File: src/rtl/pmem_arbiter.sv
// Round-robin arbiter that shares one physical-memory port between the I-cache and the D-cache.
// Only the grant state is registered; forwarding and response routing are combinational.
module pmem_arbiter (
    input  logic         clk,
    input  logic         reset,
    input  logic         i_read,
    input  logic         i_write,
    input  logic [15:0]  i_address,
    input  logic [127:0] i_wdata,
    output logic         i_resp,
    output logic [127:0] i_rdata,
    input  logic         d_read,
    input  logic         d_write,
    input  logic [15:0]  d_address,
    input  logic [127:0] d_wdata,
    output logic         d_resp,
    output logic [127:0] d_rdata,
    input  logic         pmem_resp,
    input  logic [127:0] pmem_rdata,
    output logic         pmem_read,
    output logic         pmem_write,
    output logic [15:0]  pmem_address,
    output logic [127:0] pmem_wdata
);

    typedef enum logic [1:0] {
        IDLE  = 2'd0,
        GNT_I = 2'd1,
        GNT_D = 2'd2
    } state_t;

    state_t state_r;
    state_t next_state_s;
    logic   last_r;        // 0: I-cache served last, 1: D-cache served last
    logic   next_last_s;
    logic   i_req_s;
    logic   d_req_s;

    assign i_req_s = i_read | i_write;
    assign d_req_s = d_read | d_write;

    // Read data goes to both clients; each qualifies it with its own resp.
    assign i_rdata = pmem_rdata;
    assign d_rdata = pmem_rdata;

    // Grant state and round-robin history; reset favours the I-cache on the first tie.
    always_ff @(posedge clk) begin
        if (reset) begin
            state_r <= IDLE;
            last_r  <= 1'b1;
        end else begin
            state_r <= next_state_s;
            last_r  <= next_last_s;
        end
    end

    // Next-state logic: a dropped request aborts the grant without touching the history.
    always_comb begin
        next_state_s = state_r;
        next_last_s  = last_r;
        case (state_r)
            IDLE: begin
                if (i_req_s && d_req_s) begin
                    next_state_s = last_r ? GNT_I : GNT_D;
                end else if (i_req_s) begin
                    next_state_s = GNT_I;
                end else if (d_req_s) begin
                    next_state_s = GNT_D;
                end else begin
                    next_state_s = IDLE;
                end
            end
            GNT_I: begin
                if (pmem_resp) begin
                    next_state_s = IDLE;
                    next_last_s  = 1'b0;
                end else if (i_req_s) begin
                    next_state_s = GNT_I;
                end else begin
                    next_state_s = IDLE;
                end
            end
            GNT_D: begin
                if (pmem_resp) begin
                    next_state_s = IDLE;
                    next_last_s  = 1'b1;
                end else if (d_req_s) begin
                    next_state_s = GNT_D;
                end else begin
                    next_state_s = IDLE;
                end
            end
            default: begin
                next_state_s = IDLE;
                next_last_s  = last_r;
            end
        endcase
    end

    // Forward the granted client's transfer; a write strobe overrides a simultaneous read.
    always_comb begin
        pmem_address = d_address;
        pmem_wdata   = d_wdata;
        pmem_read    = 1'b0;
        pmem_write   = 1'b0;
        i_resp       = 1'b0;
        d_resp       = 1'b0;
        case (state_r)
            GNT_I: begin
                pmem_address = i_address;
                pmem_wdata   = i_wdata;
                pmem_write   = i_write;
                pmem_read    = i_read & ~i_write;
                i_resp       = pmem_resp;
            end
            GNT_D: begin
                pmem_address = d_address;
                pmem_wdata   = d_wdata;
                pmem_write   = d_write;
                pmem_read    = d_read & ~d_write;
                d_resp       = pmem_resp;
            end
            IDLE: begin
                pmem_read  = 1'b0;
                pmem_write = 1'b0;
            end
            default: begin
                pmem_read  = 1'b0;
                pmem_write = 1'b0;
            end
        endcase
    end

endmodule

File: config.mk
export PLATFORM = sky130hd
export DESIGN_NAME = pmem_arbiter
export DESIGN_NICKNAME = d
export VERILOG_FILES = /design/src/rtl/pmem_arbiter.sv
export SDC_FILE = /design/constraint.sdc
export NUM_CORES = 1
export LEC_CHECK = 0
export BUFFER_PORTS_ARGS = -buffer_cell sky130_fd_sc_hd__clkbuf_2
export CAP_MARGIN = 20
export CORE_AREA = 2 2 325 327
export DETAILED_ROUTE_END_ITERATION = 8
export DIE_AREA = 0 0 327 329
export GPL_TIMING_DRIVEN = 0
export PLACE_DENSITY = 0.34
export SLEW_MARGIN = 20
export SYNTH_ARGS = -nofsm -noshare
export SYNTH_HDL_FRONTEND = slang
export SYNTH_SLANG_ARGS = --single-unit
File: constraint.sdc
create_clock -name clk -period 1.9 [get_ports clk]
set_input_delay 0.19 -clock clk [delete_from_list [all_inputs] [get_ports clk]]
set_output_delay 0.19 -clock clk [all_outputs]
set_load 0.01 [all_outputs]
# --- Word level (Yosys, flattened, before mapping) ---
# Cells that the tools add are included.
totals:
  ff_bits: 3
  in_bits: 423
  output_inout_bits: 404
classes:
  eq_ne: 4
  mux: 17
  bitwise_logic: 6
  reduce_logical: 4
ops:
  columns: ["cell", "count"]
  rows:
  - ["two-way mux 128 bit", 1]
  - ["two-way mux 16 bit", 1]
  - ["two-way mux 2 bit", 5]
  - ["two-way mux 1 bit", 6]
  - ["case mux 1 bit (2 select lines)", 3]
  - ["case mux 2 bit (3 select lines)", 1]
  - ["inequality test 2 bit, second input constant", 2]
  - ["AND reduction 3 bit", 1]
  - ["AND 1 bit", 2]
  - ["== test 2 x 1 -> 1 bit, second input constant", 1]
  - ["== test 2 bit, second input constant", 1]
  - ["zero test 2 bit", 1]
  - ["inverter 1 bit", 2]
  - ["OR 1 bit", 2]
  - ["nonzero test 2 bit", 1]
  - ["logical AND 1 bit", 1]

# --- Depth between registers and ports, before layout ---
# Gate-level depths: netlist (run 1).
depth:
  ltp_word: 5
  depth_mapped: 6
  mapped_depth_nobuf: 4

# --- Worst setup path after synthesis (run 1) ---
# Ideal clock, no wire load.
synth_path:
  path_type: "register to output"
  startpoint: "register state_r[1]"
  endpoint: "output port pmem_address[0]"
  arrival_ps: 1247
  path_slack_ps: 463
  path_stages_with_launch: 6
  path_buffers: 2
  path_cell_list: "dfxtp_1 inv_1 ha_1 buf_4 buf_4 mux2_2"
synth_via:
  elab_chain_cells: 2
synth_rtl:
  columns: ["element", "line_no", "source"]
  rows:
  - ["start: declaration", "32", "state_t state_r;"]
  - ["start signal: assignment", "52", "state_r <= next_state_s;"]
  - ["== test 2 x 1 -> 1 bit", "108", "case (state_r)"]
  - ["two-way mux 16 bit", "108", null]
  - ["end: declaration", "22", "output logic [15:0] pmem_address,"]
# No other way between the ends.

# --- Final worst setup path (run 1) ---
layout_path:
  startpoint: "register state_r[1]"
  endpoint: "output port pmem_wdata[31]"
layout_via:
  elab_chain_cells: 2
layout_rtl:
  columns: ["element", "line_no", "source"]
  rows:
  - ["== test 2 x 1 -> 1 bit", "108", null]
  - ["two-way mux 128 bit", "108", null]
  - ["end: declaration", "23", "output logic [127:0] pmem_wdata"]
# No other way between the ends.

==> results_dict.tcl, run 1 <==
set metrics [dict create \
    fin_area_um2 10800 \
    start_util 0.0374 \
    detail_route.wl_per_cell_um 15.5 \
    wirelength_um 39800 \
    top_usage_layer "met2" \
    numCtsBuffers 3 \
    cts-root-buf "clkbuf_16" \
    worstPathArrival_ns 1.75 \
    core_area_um2 104000 \
    tightest_slew_ns 0.196 \
    synth_fp_nets 872 \
    synth_commonest_cells "270 x buf_4, 144 x mux2_2, 4 x ha_1" \
    seq_area_frac_synth 0.0154 \
    synth.cell_area_um2 3910 \
    cts_buffer_depth 2 \
    final.min_clock_period_ns 1.94 \
    post_dp_cell_area_um2 9140 \
    setup_slack_ns -0.0445 \
    drc_errors 0 \
    fmax_ghz 0.514 \
    numPortBuffers 698 \
    total_power_mw 4.15 \
    hp-class "in -> reg" \
    synth_xor_area_frac 0 \
    synth_top_area_cell "buf_4" \
    syn_inst 445 \
    final_antenna_net_count 0 \
    setup_viol 38 \
    synth_edf_count 0 \
    synth_top_family_by_area "buffers and inverters" \
    grtUsageTotal 0.0654 \
    outcome "complete, but fails checks" \
    yosysTopAreaCellShare 0.519 \
    worst_hold_slack_ns 0.174 \
    vias 5591 \
    worst-path-max-fanout 10 \
    critPathLaunchType "register" \
    synth.distinct_cells 18 \
    cts_max_level 1 \
    synth_area_leaders "buf_4 52%, mux2_2 42%, dfxtp_1 1.5%" \
    worst_clock_skew_ns 0.00155 \
    irDropWorstVdd_mv 0.402 \
    use_met2 0.112 \
    finish.utilization 0.104 \
    die_w_um 327 \
    synthAdderAreaFrac 0.0128 \
    grt_pass1_wl_um 47400 \
    layout.nets 1593 \
    dieHeight_um 329 \
    grt_use_met1 0.0855 \
    via_per_inst 2.18 \
    drv_cap 0 \
    cp-end-kind "primary output" \
    tns_ns -0.722 \
    fp.dieArea_um2 108000 \
    grt-ovfl-total 0 \
    syn_to_final_growth_pct 178 \
    synthFlopType "dfxtp_1" \
    gp_congestion 0.825 \
    place_hpwl_um 36700 \
    grt_pass1_vias 5423 \
    cts_tree "done" \
    muxShareOfSynthArea 0.415 \
    rsz0062_at_grt "yes" \
    hold_buffers 0 \
    report.final.slew_viol_count 0 \
    power.leakage_nw 5.72 \
    rows 119 \
    ys_async_sr_fraction 0 \
    violations "negative setup slack" \
    synth.most_common_cell "buf_4" \
    clock_latency_ns 0.22 \
    worstSetupPathType "reg -> out" \
    ys_warn_count 0 \
    avgSynthCellArea_um2 8.78 \
    gr-usage-met3 0.00939 \
    fin_crit_sh 1.02 \
    detail_route.iter0.violations 130 \
    clk_pin_slew_ns 0.03 \
    synthSimpleGateAreaFrac 0.0218 \
    drt-pass1-iter-count 4 \
    synth.ff_latch_count 3 \
    synth_compound_area_frac 0.0106 \
    ios 827 \
    relSlewSlack 0.869 \
    drive_above_1_share 0.980 \
    antenna_found_initial 16 \
    worstPathRequired_ns 1.71 \
    hold_viol_final 0 \
    grt_max_degree 11 \
    clock-sinks 3 \
    p_per_area_nw_per_um2 383 \
]
[per-stage QoR]
stage	setup WS (ns)	std cells
2_1_floorplan	0.463	445
3_3_place_gp	-0.489	2534
3_5_place_dp	-0.496	2534
4_1_cts	-0.119	2553
5_1_grt	-0.108	2561
6_report	-0.0445	2561
[flip-flops by register name (all words and copies together) (netlist names)]
register and flops:
last_r 1, state_r 2
[final timing paths]
check | startpoint | endpoint | slack, ns | cells after the start
worst min-delay path | reset | last_r | 0.17 | 2
worst max-delay path | state_r[1] | pmem_wdata[31] | -0.04 | 7
worst max register to register | state_r[1] | last_r | 0.34 | 8
worst min register to register | last_r | state_r[0] | 0.48 | 2
[area by class of cell]
cell class,instances,area [um^2]
repair buffers,719,4570
diodes,5,12.5
well taps,1391,1740
clock buffers,4,78.8
plain buffers,269,2170
fillers,12200,93500
flip-flops and latches,3,62.6
multi-input cells,167,2200
inverters,3,11.3
[cells by family (layout without fill, tap and decap cells)]
logic type | count (synthesis) | after routing
buffers and inverters | 275 | 995
DFF | 3 | 3
AOI/OAI and AO/OA | 5 | 5
adders and majority gates | 4 | 4
other | 0 | 5
and+or+nand+nor | 14 | 14
muxes | 144 | 144
[critical path: stages (launching register included)]
cell      delay (ns)
dfxtp_2         0.31
inv_2           0.07
ha_4            0.15
buf_12          0.13
buf_12          0.17
buf_12          0.16
mux2_4          0.34
clkbuf_8        0.16
[timing repair]
action                                  4_1_cts  5_1_grt
endpoints found under the setup margin      148      127
gates resized for setup                     234      123
pin swaps                                     0        0
gates cloned                                  4        4
setup buffers                                13        1
[per-layer routing]
metal | vias to the layer above | part of all wire
li1 | 2669 | -
met3 | 20 | 0.073
met1 | 2496 | 0.42
met4 | 0 | 0.024
met2 | 406 | 0.48
met5 | - | 0
[report_power, final]
part	switching (mW)	leakage [nW]	total [mW]	internal (mW)
clock	0.0563	0.0382	0.333	0.277
combinational	1.58	5.65	3.74	2.17
sequential	0.00613	0.0254	0.0771	0.0709
total	1.64	5.72	4.15	2.51
[layout by cell type, fill, tap and decap left out, types with 5 or more instances in the layout]
cell       netlist  final
buf_12           0     13
clkbuf_2         0    604
mux2_2         144     43
mux2_4           0    101
buf_8            0     12
buf_4          270    263
clkbuf_8         0     45
buf_6            0     38
clkbuf_16        0      8
diode_2          0      5
Note: power is estimated with default switching activity, not from simulation.
==> run 2: changes to the inputs <==
--- a/config.mk
+++ b/config.mk
@@ -5,13 +5,14 @@
 export SDC_FILE = /design/constraint.sdc
 export NUM_CORES = 1
 export LEC_CHECK = 0
+export ABC_AREA = 1
 export BUFFER_PORTS_ARGS = -buffer_cell sky130_fd_sc_hd__clkbuf_2
 export CAP_MARGIN = 20
-export CORE_AREA = 2 2 325 327
+export CORE_AREA = 10 10 314 316
 export DETAILED_ROUTE_END_ITERATION = 8
-export DIE_AREA = 0 0 327 329
+export DIE_AREA = 0 0 324 326
 export GPL_TIMING_DRIVEN = 0
-export PLACE_DENSITY = 0.34
+export PLACE_DENSITY = 0.36
 export SLEW_MARGIN = 20
 export SYNTH_ARGS = -nofsm -noshare
 export SYNTH_HDL_FRONTEND = slang
==> run 2 against run 1 <==
Compared with the run above:
- the run still ends with negative setup slack left
- register-to-register slack improved by 0.29 ns
- setup slack better by 0.019 ns
- die area fell by 1.8%
- sequential share of layout area hardly changed
- wire length up 41%
- maximum frequency rose by 0.97%
- count of clock-buffer cells in the layout is the same
- sequential power grew 0.9%
- worst hold slack better by 0.053 ns
==> results_dict.tcl, run 2 <==
set metrics [dict create \
    hold_buffers 0 \
    worstPathRequired_ns 1.71 \
    antenna_found_initial 10 \
    grt-ovfl-total 0 \
    cts_tree "done" \
    largestRegisters "state_r: 2 flops, last_r: 1 flops" \
    ys_warn_count 0 \
    dieHeight_um 326 \
    rows 112 \
    cpPeakStageDelay_ns 0.31 \
    power.leakage_nw 6.15 \
    final_antenna_net_count 0 \
    cpMostUsedCell "buf_12" \
    grt_pass1_vias 7265 \
    synthAdderAreaFrac 0.0124 \
    gp_congestion 0.843 \
    critPathLaunchType "register" \
    clk_pin_slew_ns 0.03 \
    place_hpwl_um 52600 \
    grt_max_degree 11 \
    synth_compound_area_frac 0.00680 \
    ios 827 \
    core_area_um2 92500 \
    avgSynthCellArea_um2 5.31 \
    clock_power_share 0.072 \
    worst_clock_skew_ns 0.00187 \
    largest-register "state_r" \
    grtUsageTotal 0.0975 \
    p_int_mw 2.27 \
    synth_commonest_cells "442 x nand2_1, 271 x buf_4, 13 x inv_1" \
    muxShareOfSynthArea 0 \
    p_per_area_nw_per_um2 444 \
    synth_top_area_cell "buf_4" \
    detail_route.wl_per_cell_um 21.0 \
    syn_to_final_growth_pct 158 \
    yosysTopAreaCellShare 0.503 \
    synth.most_common_cell "nand2_1" \
    report.final.slew_viol_count 0 \
    fp.dieArea_um2 106000 \
    worst-path-max-fanout 7 \
    stdcell_count 2674 \
    numPortBuffers 698 \
    ys_async_sr_fraction 0 \
    hp-class "in -> reg" \
    setup_viol 5 \
    post_dp_cell_area_um2 9040 \
    cts_max_level 1 \
    rsz0062_at_grt "yes" \
    outcome "complete, but fails checks" \
    die_w_um 324 \
    cp_top_family "buffers and inverters" \
    wirelength_um 56200 \
    seq_area_frac_synth 0.0148 \
    cp_slowest_cell "dfxtp_2" \
    fin_crit_sh 1.01 \
    hold_viol_final 0 \
    synthSimpleGateAreaFrac 0.418 \
    synth_xor_area_frac 0 \
    syn_inst 762 \
    drv_cap 0 \
    violations "negative setup slack" \
    synth.ff_latch_count 3 \
    drt-pass1-iter-count 4 \
    critPathBufInv 7 \
    synth.distinct_cells 11 \
    vias 6909 \
    nFillCells 11000 \
    fmax_ghz 0.519 \
    setup_slack_ns -0.0259 \
    placedCellCount 2657 \
    synthFlopType "dfxtp_1" \
    drive_above_1_share 0.736 \
    numCtsBuffers 3 \
    largest_reg_flops 2 \
    synth_fp_nets 1189 \
    detail_route.iter0.violations 173 \
    pwr-share-seq 0.017 \
    finish.utilization 0.113 \
    synth_top_family_by_area "buffers and inverters" \
    p_switching_mw 2.36 \
    final-seq-area_um2 62.6 \
    swShare 0.510 \
    irDropWorstVdd_mv 0.248 \
    worstSetupPathType "reg -> out" \
    tightest_slew_ns 0.296 \
    worstPathCellList "inv_2, ha_4, buf_12, clkinv_16, buf_16, buf_12, buf_12, nand2_4, nand2_2, buf_6" \
    drc_errors 0 \
    clock_latency_ns 0.22 \
    start_util 0.0437 \
    cts-root-buf "clkbuf_16" \
    clock-sinks 3 \
    cp-end-kind "primary output" \
    synth_edf_count 0 \
    cts_buffer_depth 2 \
    relSlewSlack 0.803 \
    final_cell_mix "622 x clkbuf_2, 361 x nand2_1, 268 x buf_4" \
    worstPathArrival_ns 1.74 \
    via_per_inst 2.58 \
    synth_area_leaders "buf_4 50%, nand2_1 41%, buf_6 1.9%" \
    pwr-share-comb 0.912 \
    synth.cell_area_um2 4050 \
    grt_pass1_wl_um 69600 \
    layout.nets 1904 \
    layout_commonest_cell "clkbuf_2" \
    final.min_clock_period_ns 1.93 \
    multi_input_area_um2 2100 \
    fin_area_um2 10400 \
]
[run 2: cell types whose count changed after synthesis, sizes merged, moves of 2 or more]
cell    change
a21oi       +4
buf        +16
nand2b      -3
nand3       +6
nor2        -2
nand3b      -2
nand2     +440
mux2      -144
or3b        -2
inv        +11
a311oi      -2
[run 2: through the flow]
step           total power, mW  hold slack, ns  setup slack, ns  TNS (ns)
3_3_place_gp              3.65           0.461           -0.443    -17.52
6_report                  4.63           0.227          -0.0259   -0.0651
5_1_grt                   4.99           0.238          -0.0918     -1.77
2_1_floorplan             1.60           0.336            0.551         0
4_1_cts                   4.65           0.225          -0.0920     -2.70
3_5_place_dp              3.64           0.454           -0.434    -16.06
[run 2: final timing paths]
check	from	to	slack [ns]	cells after the start
setup / recovery	state_r[1]	pmem_address[3]	-0.03	10
hold / removal	reset	last_r	0.23	3
setup reg to reg	state_r[1]	last_r	0.63	7
hold reg to reg	last_r	last_r	0.51	2
[run 2: repair_timing]
action | CTS | global route
pin swaps | 21 | 17
gates resized for setup | 218 | 97
setup buffers | 8 | 2
cloned | 5 | 0
endpoints found under the setup margin | 144 | 117
[run 2: cells by family (layout without fill, tap and decap cells)]
group / after synthesis / after routing
compound gates: 5 / 5
fa+ha+maj: 4 / 4
buf+inv: 302 / 1016
flops: 3 / 3
other cells: 0 / 1
simple gates: 448 / 448
[run 2: power by group through the flow]
stage | logic [mW] | clock network [mW] | registers (mW)
floorplan | 1.52 | 0 | 0.0750
global placement | 3.58 | 0 | 0.0762
detailed placement | 3.57 | 0 | 0.0762
CTS | 4.23 | 0.340 | 0.0775
global route | 4.57 | 0.343 | 0.0787
finish | 4.22 | 0.332 | 0.0778
[run 2: area by class of cell]
type	instances	share of cell area
Antenna cell	1	0.000240
Buffer	286	0.222
Clock buffer	4	0.00755
Inverter	14	0.00755
Multi-Input combinational cell	457	0.201
Sequential cell	3	0.00599
Tap cell	1197	0.144
Timing Repair Buffer	711	0.411
Timing Repair inverter	1	0.000839
[run 2: worst reg2reg max path, stage by stage (launching register included)]
cell and delay, ns:
dfxtp_2 0.31, inv_2 0.07, ha_4 0.14, buf_12 0.18, buf_4 0.23, nand2_1 0.07
inv_1 0.08, o211ai_1 0.08
[run 2: per-layer routing]
layer | track usage | share of wire | vias up
met5 | 0 | 0.0017 | -
met4 | 0.00429 | 0.0051 | 14
met3 | 0.0346 | 0.10 | 21
met2 | 0.170 | 0.48 | 435
met1 | 0.119 | 0.41 | 3006
li1 | - | - | 3433
